File: src/rtl/key_mode_controller_if.sv
// Switch/button inputs and display/counter-facing outputs of the key/mode controller.
interface key_mode_controller_if;
  logic       Enable;
  logic       Hour12;
  logic [3:0] KEY;
  logic       EditMode;
  logic [1:0] Screen;
  logic [2:0] EditPos;
  logic       IncPulse;
  logic       DecPulse;

  modport master (
    output Enable, Hour12, KEY,
    input  EditMode, Screen, EditPos, IncPulse, DecPulse
  );

  modport slave (
    input  Enable, Hour12, KEY,
    output EditMode, Screen, EditPos, IncPulse, DecPulse
  );
endinterface

File: src/rtl/key_mode_controller.sv
// Debounces the four keys, runs the VIEW/EDIT machine and makes inc/dec pulses with auto-repeat.
// A held key edge reaches the registered outputs DEBOUNCE_CYCLES+3 cycles later.
module key_mode_controller #(
  parameter int DEBOUNCE_CYCLES = 1_000_000,
  parameter int REPEAT_START    = 25_000_000,
  parameter int REPEAT_PERIOD   = 5_000_000
) (
  input logic                  CLOCK_50,
  input logic                  Reset,
  key_mode_controller_if.slave io
);
  localparam int DW   = (DEBOUNCE_CYCLES > 1) ? $clog2(DEBOUNCE_CYCLES) : 1;
  localparam int RMAX = (REPEAT_START > REPEAT_PERIOD) ? REPEAT_START : REPEAT_PERIOD;
  localparam int RW   = $clog2(RMAX + 1);
  localparam logic [DW-1:0] DEB_LAST = DW'(DEBOUNCE_CYCLES - 1);
  localparam logic [RW-1:0] RS_V     = RW'(REPEAT_START);
  localparam logic [RW-1:0] RP_V     = RW'(REPEAT_PERIOD);

  typedef enum logic {VIEW = 1'b0, EDIT = 1'b1} state_t;

  logic [3:0]    sync1_q, sync1_d, sync2_q, sync2_d;
  logic [3:0]    stable_q, stable_d, press_q, press_d;
  logic [DW-1:0] deb_cnt_q [4];
  logic [DW-1:0] deb_cnt_d [4];
  state_t        state_q, state_d;
  logic [1:0]    screen_q, screen_d;
  logic [2:0]    pos_q, pos_d;
  logic          inc_q, inc_d, dec_q, dec_d;
  logic [1:0]    arm_q, arm_d, first_q, first_d;
  logic [RW-1:0] rcnt_q [2];
  logic [RW-1:0] rcnt_d [2];
  logic [1:0]    fire;
  logic [2:0]    pos_norm, next_pos;
  logic          last_pos, both_held, in_edit, held, ev;

  // Keys are active-low; stable=1 means released, press_q flags the released->pressed update.
  always_comb begin
    sync1_d  = io.KEY;
    sync2_d  = sync1_q;
    stable_d = stable_q;
    press_d  = '0;
    for (int i = 0; i < 4; i++) begin
      deb_cnt_d[i] = '0;
      if (sync2_q[i] != stable_q[i]) begin
        if (deb_cnt_q[i] == DEB_LAST) begin
          stable_d[i] = sync2_q[i];
          press_d[i]  = ~sync2_q[i];
        end else begin
          deb_cnt_d[i] = deb_cnt_q[i] + 1'b1;
        end
      end
    end
  end

  always_comb begin
    state_d  = state_q;
    screen_d = screen_q;
    pos_d    = pos_q;
    arm_d    = arm_q;
    first_d  = first_q;
    rcnt_d   = rcnt_q;
    fire     = '0;
    held     = 1'b0;
    ev       = 1'b0;

    // A position that does not exist in the current hour format snaps to its neighbour.
    pos_norm = pos_q;
    if (io.Hour12 && pos_q == 3'd1)  pos_norm = 3'd0;
    if (!io.Hour12 && pos_q == 3'd7) pos_norm = 3'd5;

    if (io.Hour12) begin
      last_pos = (pos_norm == 3'd7);
      next_pos = (pos_norm == 3'd0) ? 3'd2 : (pos_norm == 3'd5) ? 3'd7 : pos_norm + 3'd1;
    end else begin
      last_pos = (pos_norm == 3'd5);
      next_pos = pos_norm + 3'd1;
    end

    case (state_q)
      VIEW: begin
        if (press_q[0]) begin
          screen_d = (screen_q == 2'd2) ? 2'd0 : screen_q + 2'd1;
        end else if (press_q[3] && screen_q == 2'd0) begin
          state_d = EDIT;
          pos_d   = 3'd0;
        end
      end
      EDIT: begin
        pos_d = pos_norm;
        if (press_q[0] || (press_q[3] && last_pos)) begin
          state_d = VIEW;
          pos_d   = 3'd0;
        end else if (press_q[3]) begin
          pos_d = next_pos;
        end
      end
      default: state_d = VIEW;
    endcase

    // Pulses only while staying in EDIT; a key must be pressed inside EDIT to arm its repeat.
    both_held = ~stable_q[1] & ~stable_q[2];
    in_edit   = (state_q == EDIT) && (state_d == EDIT);
    for (int k = 0; k < 2; k++) begin
      held = ~stable_q[k+1];
      ev   = press_q[k+1];
      if (!held || both_held || !in_edit) begin
        arm_d[k]   = 1'b0;
        first_d[k] = 1'b0;
        rcnt_d[k]  = '0;
      end else if (ev) begin
        fire[k]    = 1'b1;
        arm_d[k]   = 1'b1;
        first_d[k] = 1'b1;
        rcnt_d[k]  = RW'(1);
      end else if (arm_q[k]) begin
        if (rcnt_q[k] == (first_q[k] ? RS_V : RP_V)) begin
          fire[k]    = 1'b1;
          first_d[k] = 1'b0;
          rcnt_d[k]  = RW'(1);
        end else begin
          rcnt_d[k] = rcnt_q[k] + 1'b1;
        end
      end
    end
    inc_d = fire[0];
    dec_d = fire[1];

    if (!io.Enable) begin
      state_d  = VIEW;
      screen_d = 2'd0;
      pos_d    = 3'd0;
      inc_d    = 1'b0;
      dec_d    = 1'b0;
      arm_d    = '0;
      first_d  = '0;
      rcnt_d   = '{default: '0};
    end
  end

  always_ff @(posedge CLOCK_50) begin
    if (Reset) begin
      sync1_q   <= '1;
      sync2_q   <= '1;
      stable_q  <= '1;
      press_q   <= '0;
      deb_cnt_q <= '{default: '0};
      state_q   <= VIEW;
      screen_q  <= 2'd0;
      pos_q     <= 3'd0;
      inc_q     <= 1'b0;
      dec_q     <= 1'b0;
      arm_q     <= '0;
      first_q   <= '0;
      rcnt_q    <= '{default: '0};
    end else begin
      sync1_q   <= sync1_d;
      sync2_q   <= sync2_d;
      stable_q  <= stable_d;
      press_q   <= press_d;
      deb_cnt_q <= deb_cnt_d;
      state_q   <= state_d;
      screen_q  <= screen_d;
      pos_q     <= pos_d;
      inc_q     <= inc_d;
      dec_q     <= dec_d;
      arm_q     <= arm_d;
      first_q   <= first_d;
      rcnt_q    <= rcnt_d;
    end
  end

  assign io.EditMode = state_q;
  assign io.Screen   = screen_q;
  assign io.EditPos  = pos_q;
  assign io.IncPulse = inc_q;
  assign io.DecPulse = dec_q;
endmodule

File: src/flat_wrapper.sv
// flat-port wrapper written by rule: the top's interface ports become plain ports
module key_mode_controller_flat 
#(
  parameter int DEBOUNCE_CYCLES = 1_000_000,
  parameter int REPEAT_START    = 25_000_000,
  parameter int REPEAT_PERIOD   = 5_000_000
)
  (CLOCK_50, Reset, io_Enable, io_Hour12, io_KEY, io_EditMode, io_Screen, io_EditPos, io_IncPulse, io_DecPulse);
  key_mode_controller_if io_i ();
  input logic CLOCK_50;
  input logic Reset;
  input wire logic [$bits(io_i.Enable)-1:0] io_Enable;
  input wire logic [$bits(io_i.Hour12)-1:0] io_Hour12;
  input wire logic [$bits(io_i.KEY)-1:0] io_KEY;
  output wire logic [$bits(io_i.EditMode)-1:0] io_EditMode;
  output wire logic [$bits(io_i.Screen)-1:0] io_Screen;
  output wire logic [$bits(io_i.EditPos)-1:0] io_EditPos;
  output wire logic [$bits(io_i.IncPulse)-1:0] io_IncPulse;
  output wire logic [$bits(io_i.DecPulse)-1:0] io_DecPulse;
  assign io_i.Enable = io_Enable;
  assign io_i.Hour12 = io_Hour12;
  assign io_i.KEY = io_KEY;
  assign io_EditMode = io_i.EditMode;
  assign io_Screen = io_i.Screen;
  assign io_EditPos = io_i.EditPos;
  assign io_IncPulse = io_i.IncPulse;
  assign io_DecPulse = io_i.DecPulse;
  key_mode_controller #(.DEBOUNCE_CYCLES(DEBOUNCE_CYCLES), .REPEAT_START(REPEAT_START), .REPEAT_PERIOD(REPEAT_PERIOD)) u_core (.CLOCK_50(CLOCK_50), .Reset(Reset), .io(io_i));
endmodule
File: config.mk
export PLATFORM = sky130hd
export DESIGN_NAME = key_mode_controller_flat
export DESIGN_NICKNAME = d
export VERILOG_FILES = /design/src/rtl/key_mode_controller_if.sv /design/src/rtl/key_mode_controller.sv /design/src/flat_wrapper.sv
export SDC_FILE = /design/constraint.sdc
export NUM_CORES = 1
export LEC_CHECK = 0
export CORE_MARGIN = 2
export CORE_UTILIZATION = 56
export DETAILED_ROUTE_END_ITERATION = 7
export PLACE_DENSITY = 0.86
export SETUP_SLACK_MARGIN = 0.4
export SLEW_MARGIN = 20
export SYNTH_ARGS = -nofsm -noshare
export SYNTH_HDL_FRONTEND = slang
export SYNTH_SLANG_ARGS = --single-unit
File: constraint.sdc
create_clock -name CLOCK_50 -period 2.5 [get_ports CLOCK_50]
set_clock_uncertainty 0.2 [all_clocks]
set_input_delay 0.5 -clock CLOCK_50 [delete_from_list [all_inputs] [get_ports CLOCK_50]]
set_output_delay 0.5 -clock CLOCK_50 [all_outputs]
set_load 0.01 [all_outputs]
==> results.toml, run 1 <==
[sta]
drv_slew = 0
final_hold_viol_count = 0
period_minus_slack_ps = 2443
rsz0062_at_grt = "yes"
hold-worst-slack_ps = 210.3
slew_headroom = 0.5792
fmax_mhz = 409.4
final-setup-viol-count = 0
finalWorstSetupSlack_ps = 57.38
worst_pin_slew_ps = 625.4
tns_ps = 0
post-route-period-util = 0.9770

[place]
gp_congestion = 0.8241
portBuffers = 15
post-dp-hpwl_um = 9153
dpl_worst_slack_ps = -743.8
postPlaceCellArea_um2 = 7639

[synthesis]
async_flop_share = 0
synth_fp_nets = 828
syn_avg_cell_area_um2 = 8.813
synth_top_cell_by_area = "dfxtp_1"
synth.distinct_cells = 47
synth_ff_type = "dfxtp_1"
synth-seq-cells = 158
ys_seq_area_frac = 0.4442
synth_cells = 808
yosys_warnings = 0
ys_top_cells_by_area = "dfxtp_1 44%, xor2_1 9.2%, nor2_1 7.5%"
synth_top_area_frac = 0.4442
synth_edf_count = 0
synthesis.area_um2 = 7121

[floorplanning]
die_height_um = 116.8
die_w_um = 116.8
coreArea_um2 = 12520
start_util = 0.5689
die_area_um2 = 13630
rows = 41
ioPinCount = 16

[final_layout]
antenna_cells = 0
area_growth_pct = 19.28
stdcell_area_um2 = 8493
drive_above_1_share = 0.1816
nets = 878

[route]
vias_per_cell = 5.359
ant_nets = 0
drc_errors = 0
drt-initial-drc-count = 377
routed_wirelength_um = 14540
wl_per_cell_um = 13.95
routed-via-count = 5584
drt-pass1-iter-count = 5

[global_route]
grt_usage = 0.2259
antenna_found_initial = 0
grt_max_degree = 23
grt_pass1_vias = 5522
grt-ovfl-total = 0
grt_pass1_wl_um = 24610

[setup_path]
worstReg2RegStart = "u_core.io.EditPos[2]"
crit_path_end_kind = "flop"
crit_fanout = 6
path_buf_inv = 1
rr_endpoint = "u_core.rcnt_q[27]"
cp.arrival_ps = 2610
path_cells = "or3_4 -> and2_4 -> ha_4 -> ha_4 -> and2_4 -> o21ai_4 -> nand3_2 -> a211o_4 -> buf_6 -> nor2_1"
regToRegSetupSlack_ps = 60
cp.required_ps = 2670
cp-start-kind = "flop"
r2r.worst_path.cells = 10
crit_type = "flop to flop"
max_stage_delay_ps = 370
critPathTopFamily = "simple AND/OR/NAND/NOR gates"
crit_slowest_cell = "a211o_4"

[clock_network]
clockRootBuffer = "clkbuf_16"
cts_hold_buf = 0
cts_tree = "done"
numCtsBuffers = 17
clkLatencyLatePin_ps = 430
ctsHtreeMaxLevel = 4
clk_path_buf_depth = 2
clk_pin_slew_ps = 60
clock_sinks = 158

[power]
powerDensity_nw_per_um2 = 605.8
power.total_w = 0.005145
leakagePower_nw = 2.766
peakVddDrop_mv = 0.5082

[min_path]
min_path_cells = 1
min_from = "u_core.sync1_q[0]"
hold_end = "u_core.sync2_q[0]"
hold_class = "flop to flop"

[run]
drv_cap = 0

[run_status]
status = "complete, no violations"
power by group:
group / leakage, nW / switching [W] / internal (W)
Sequential: 1.28 / 0.00000541 / 0.00252
Combinational: 1.22 / 0.0000279 / 0.0000267
Clock: 0.274 / 0.00104 / 0.00152
Total: 2.77 / 0.00107 / 0.00407
placed cells by master (no fill, tap or decap), types with 3 or more instances in the layout:
cell type,n
or4_1,3
buf_6,9
clkdlybuf4s50_1,8
xor2_1,75
ha_1,10
buf_4,28
nor4b_1,11
nand3_1,49
and2_1,3
inv_1,23
nand2b_1,3
and4_1,10
a21oi_1,10
nor4_2,5
or3_1,5
nor3_1,16
and2_4,3
xnor2_1,46
nor4_1,11
nor2b_1,6
clkinvlp_4,5
dlygate4sd2_1,5
nor2_1,127
or2_2,10
and3_1,16
mux2i_1,3
nor2_2,34
a21oi_2,6
a211o_1,3
dfxtp_1,155
clkbuf_16,17
o21ai_0,4
or3_4,3
nand4_1,34
nand2_1,60
flip-flops by register name (all words and copies together), names as in the netlist:
name	count
u_core.io.EditMode	1
u_core.arm_q	2
u_core.stable_q	4
u_core.sync2_q	4
u_core.io.EditPos	3
u_core.first_q	2
u_core.press_q	4
u_core.deb_cnt_q	80
u_core.sync1_q	4
u_core.io.Screen	2
u_core.io.IncPulse	1
u_core.io.DecPulse	1
u_core.rcnt_q	50
final cells by class:
type / instances / area [um2]
Tap cell: 172 / 215.2
Sequential cell: 158 / 3169
Fill cell: 966 / 4024
Clock buffer: 19 / 452.9
Multi-Input combinational cell: 603 / 3944
Clock inverter: 12 / 137.6
Inverter: 25 / 101.3
Timing Repair Buffer: 53 / 473.0
stage by stage:
step | util | std cells
CTS | 0.6692 | 1038
global placement | 0.6103 | 999
finish | 0.6785 | 1042
detailed placement | 0.6103 | 999
floorplan | - | 808
global route | 0.6785 | 1042
kinds of logic (layout without fill, tap and decap cells):
logic type	Yosys count	after routing	share of synthesized area
AND/OR/NAND/NOR	433	433	0.3203
flip-flops	158	158	0.4442
XOR/XNOR	121	121	0.1488
buffers and inverters	47	109	0.03128
AO/OA/AOI/OAI	34	34	0.03005
adder cells (fa/ha/maj)	12	12	0.02109
multiplexers	3	3	0.004217
synth_stat cells, types with 6 or more instances:
cell type	n
a21oi_1	17
and2_1	6
and3_1	16
and4_1	11
buf_2	11
clkbuf_1	9
dfxtp_1	158
ha_1	12
inv_1	25
nand2_1	62
nand3_1	50
nand4_1	34
nor2_1	143
nor2_2	20
nor2b_1	6
nor3_1	18
nor4_1	11
nor4_2	6
nor4b_1	11
o21ai_0	6
or2_2	10
or3_1	8
xnor2_1	46
xor2_1	75
worst max-delay path by stage:
stage                              start                 to  slack (ps)  depth (start not counted)
global placement               io_Hour12  u_core.rcnt_q[34]        -650                         12
finish              u_core.io.EditPos[2]  u_core.rcnt_q[27]          60                         10
detailed placement             io_Hour12  u_core.rcnt_q[47]        -740                         12
CTS                 u_core.io.EditPos[2]  u_core.rcnt_q[42]         110                         10
floorplan                      io_Hour12  u_core.rcnt_q[42]         -40                         11
global route        u_core.io.EditPos[2]  u_core.rcnt_q[41]          10                         10
what timing repair did:
action | in CTS | in global routing
setup endpoints to repair | 145 | 99
cloned | 2 | 0
gates resized for setup | 39 | 25
buffers inserted | 6 | 4
pin swaps | 27 | 5
layer usage:
| layer | up-vias | global-route usage | wire length (um) |
|---|---|---|---|
| li1 | 2850 | - | - |
| met1 | 2630 | 0.2817 | 6623 |
| met2 | 88 | 0.3773 | 7218 |
| met3 | 16 | 0.06227 | 537 |
| met4 | 0 | 0.07922 | 162 |
| met5 | - | 0 | 0 |
Power figures use the tool's default switching activity.
==> inputs of run 2 (changes only) <==
--- a/config.mk
+++ b/config.mk
@@ -10,6 +10,7 @@
 export DETAILED_ROUTE_END_ITERATION = 7
 export PLACE_DENSITY = 0.86
 export SETUP_SLACK_MARGIN = 0.4
+export SKIP_CTS_REPAIR_TIMING = 1
 export SLEW_MARGIN = 20
 export SYNTH_ARGS = -nofsm -noshare
 export SYNTH_HDL_FRONTEND = slang
==> results.toml, run 2 (same netlist as run 1, synthesis figures left out) <==
[run_status]
status = "complete, no violations"

[final_layout]
area_growth_pct = 19.98
stdcell_area_um2 = 8543
nets = 875
drive_above_1_share = 0.1765
largest_register = "u_core.deb_cnt_q"
antenna_cells = 0
layout_commonest_cell = "dfxtp_1"
layout_top_registers = "u_core.deb_cnt_q (80), u_core.rcnt_q (50)"
fin_cells = 1039
mostFrequentLayoutCells = "154 x dfxtp_1, 128 x nor2_1, 75 x xor2_1"
largest_register_ffs = 80

[clock_network]
clk_path_buf_depth = 2
ctsHtreeMaxLevel = 4
clockRootBuffer = "clkbuf_16"
numCtsBuffers = 17
clkLatencyLatePin_ps = 430
clock_sinks = 158
clk_pin_slew_ps = 60
cts_tree = "done"

[setup_path]
critPathTopFamily = "simple AND/OR/NAND/NOR gates"
crit_fanout = 6
crit_slowest_cell = "or3_4"
r2r.worst_path.cells = 10
max_stage_delay_ps = 360
worstReg2RegStart = "u_core.io.EditPos[2]"
crit_type = "flop to flop"
path_buf_inv = 1
cp.arrival_ps = 2590
rr_endpoint = "u_core.rcnt_q[47]"
path_cells = "or3_4 -> and2_4 -> ha_4 -> ha_4 -> and2_4 -> o21ai_4 -> nand3_2 -> a211o_4 -> buf_12 -> nor2_4"
cp-start-kind = "flop"
regToRegSetupSlack_ps = 80
crit_start = "u_core.io.EditPos[2]"
crit_path_end_kind = "flop"
cp.required_ps = 2670

[sta]
finalWorstSetupSlack_ps = 76.32
drv_slew = 0
rsz0062_at_grt = "yes"
fmax_mhz = 412.6
tns_ps = 0
worst_pin_slew_ps = 655.1
post-route-period-util = 0.9695
period_minus_slack_ps = 2424
final_hold_viol_count = 0
final-setup-viol-count = 0
slew_headroom = 0.5596

[power]
power.total_w = 0.005141
powerDensity_nw_per_um2 = 601.7
peakVddDrop_mv = 0.5072
leakagePower_nw = 2.822

[route]
vias_per_cell = 5.390
routed-via-count = 5600
wl_per_cell_um = 14.02
routed_wirelength_um = 14570
drt-initial-drc-count = 355
drc_errors = 0
drt-pass1-iter-count = 5
ant_nets = 0

[global_route]
grt_pass1_vias = 5426
antenna_found_initial = 0
grt-ovfl-total = 0
grt_max_degree = 23
grt_util_met3 = 0.06331
use_met1 = 0.2739
grt_usage = 0.2183
busiest_layer = "met2"
grt_use_met2 = 0.3580
grt_pass1_wl_um = 23870

[floorplanning]
rows = 41
die_w_um = 116.8
start_util = 0.5689
coreArea_um2 = 12520
die_area_um2 = 13630
die_height_um = 116.8
ioPinCount = 16

[min_path]
min_from = "u_core.sync1_q[0]"
hold_class = "flop to flop"
min_path_cells = 1
hold_end = "u_core.sync2_q[0]"

[place]
dpl_worst_slack_ps = -743.8
portBuffers = 15
gp_congestion = 0.8241
place_inst = 999
postPlaceCellArea_um2 = 7639
post-dp-hpwl_um = 9153

[run]
drv_cap = 0
run 2: cell count changes in the layout (fill, tap and decap cells not counted), moves of 2 or more:
cell | previous run | this run
a21oi_1 | 10 | 12
buf_6 | 9 | 4
dlygate4sd2_1 | 5 | 0
nor2_4 | 2 | 12
nor2_2 | 34 | 23
buf_12 | 1 | 3
dlymetal6s2s_1 | 1 | 5
run 2: layout make-up:
type                       count  area [um2]
multi-input combinational    603        3975
fill                         944        3974
sequential                   158        3171
timing repair buffer          50       490.5
clock buffer                  19       452.9
tap                          172       215.2
clock inverter                12       137.6
inverter                      25       101.3
run 2: how the worst max path moves through the flow:
stage	end	slack, ps	cells past startpoint
2_1_floorplan	u_core.rcnt_q[42]	-40	11
3_3_place_gp	u_core.rcnt_q[34]	-650	12
3_5_place_dp	u_core.rcnt_q[47]	-740	12
4_1_cts	u_core.rcnt_q[47]	-290	12
5_1_grt	u_core.rcnt_q[47]	5	10
6_report	u_core.rcnt_q[47]	80	10
run 2: report_power, final:
group	internal [W]	leakage (nW)	switching, W	total, W
logic	0.0000266	1.27	0.0000270	0.0000536
clock network	0.00152	0.274	0.00104	0.00256
registers	0.00252	1.28	0.00000542	0.00253
total	0.00407	2.82	0.00107	0.00514
run 2: routing by layer:
layer | wire, um | vias to the layer above
met4 | 170 | 0
met2 | 7216 | 95
met3 | 622 | 20
li1 | - | 2846
met5 | 0 | -
met1 | 6556 | 2639
run 2: worst register-to-register path: cells and delay by family (launching register included):
family	cells	cell delay (ps)
DFF	1	320
and+or+nand+nor	5	860
AOI/OAI and AO/OA	2	520
buffers and inverters	1	170
adders and majority gates	2	300
run 2: through the flow:
| stage | hold slack (ps) | utilization |
|---|---|---|
| finish | 210.2 | 0.6825 |
| global route | 232.6 | 0.6825 |
| CTS | 211.9 | 0.6574 |
| detailed placement | 198.1 | 0.6103 |
| global placement | 191.1 | 0.6103 |
| floorplan | 189.5 | - |
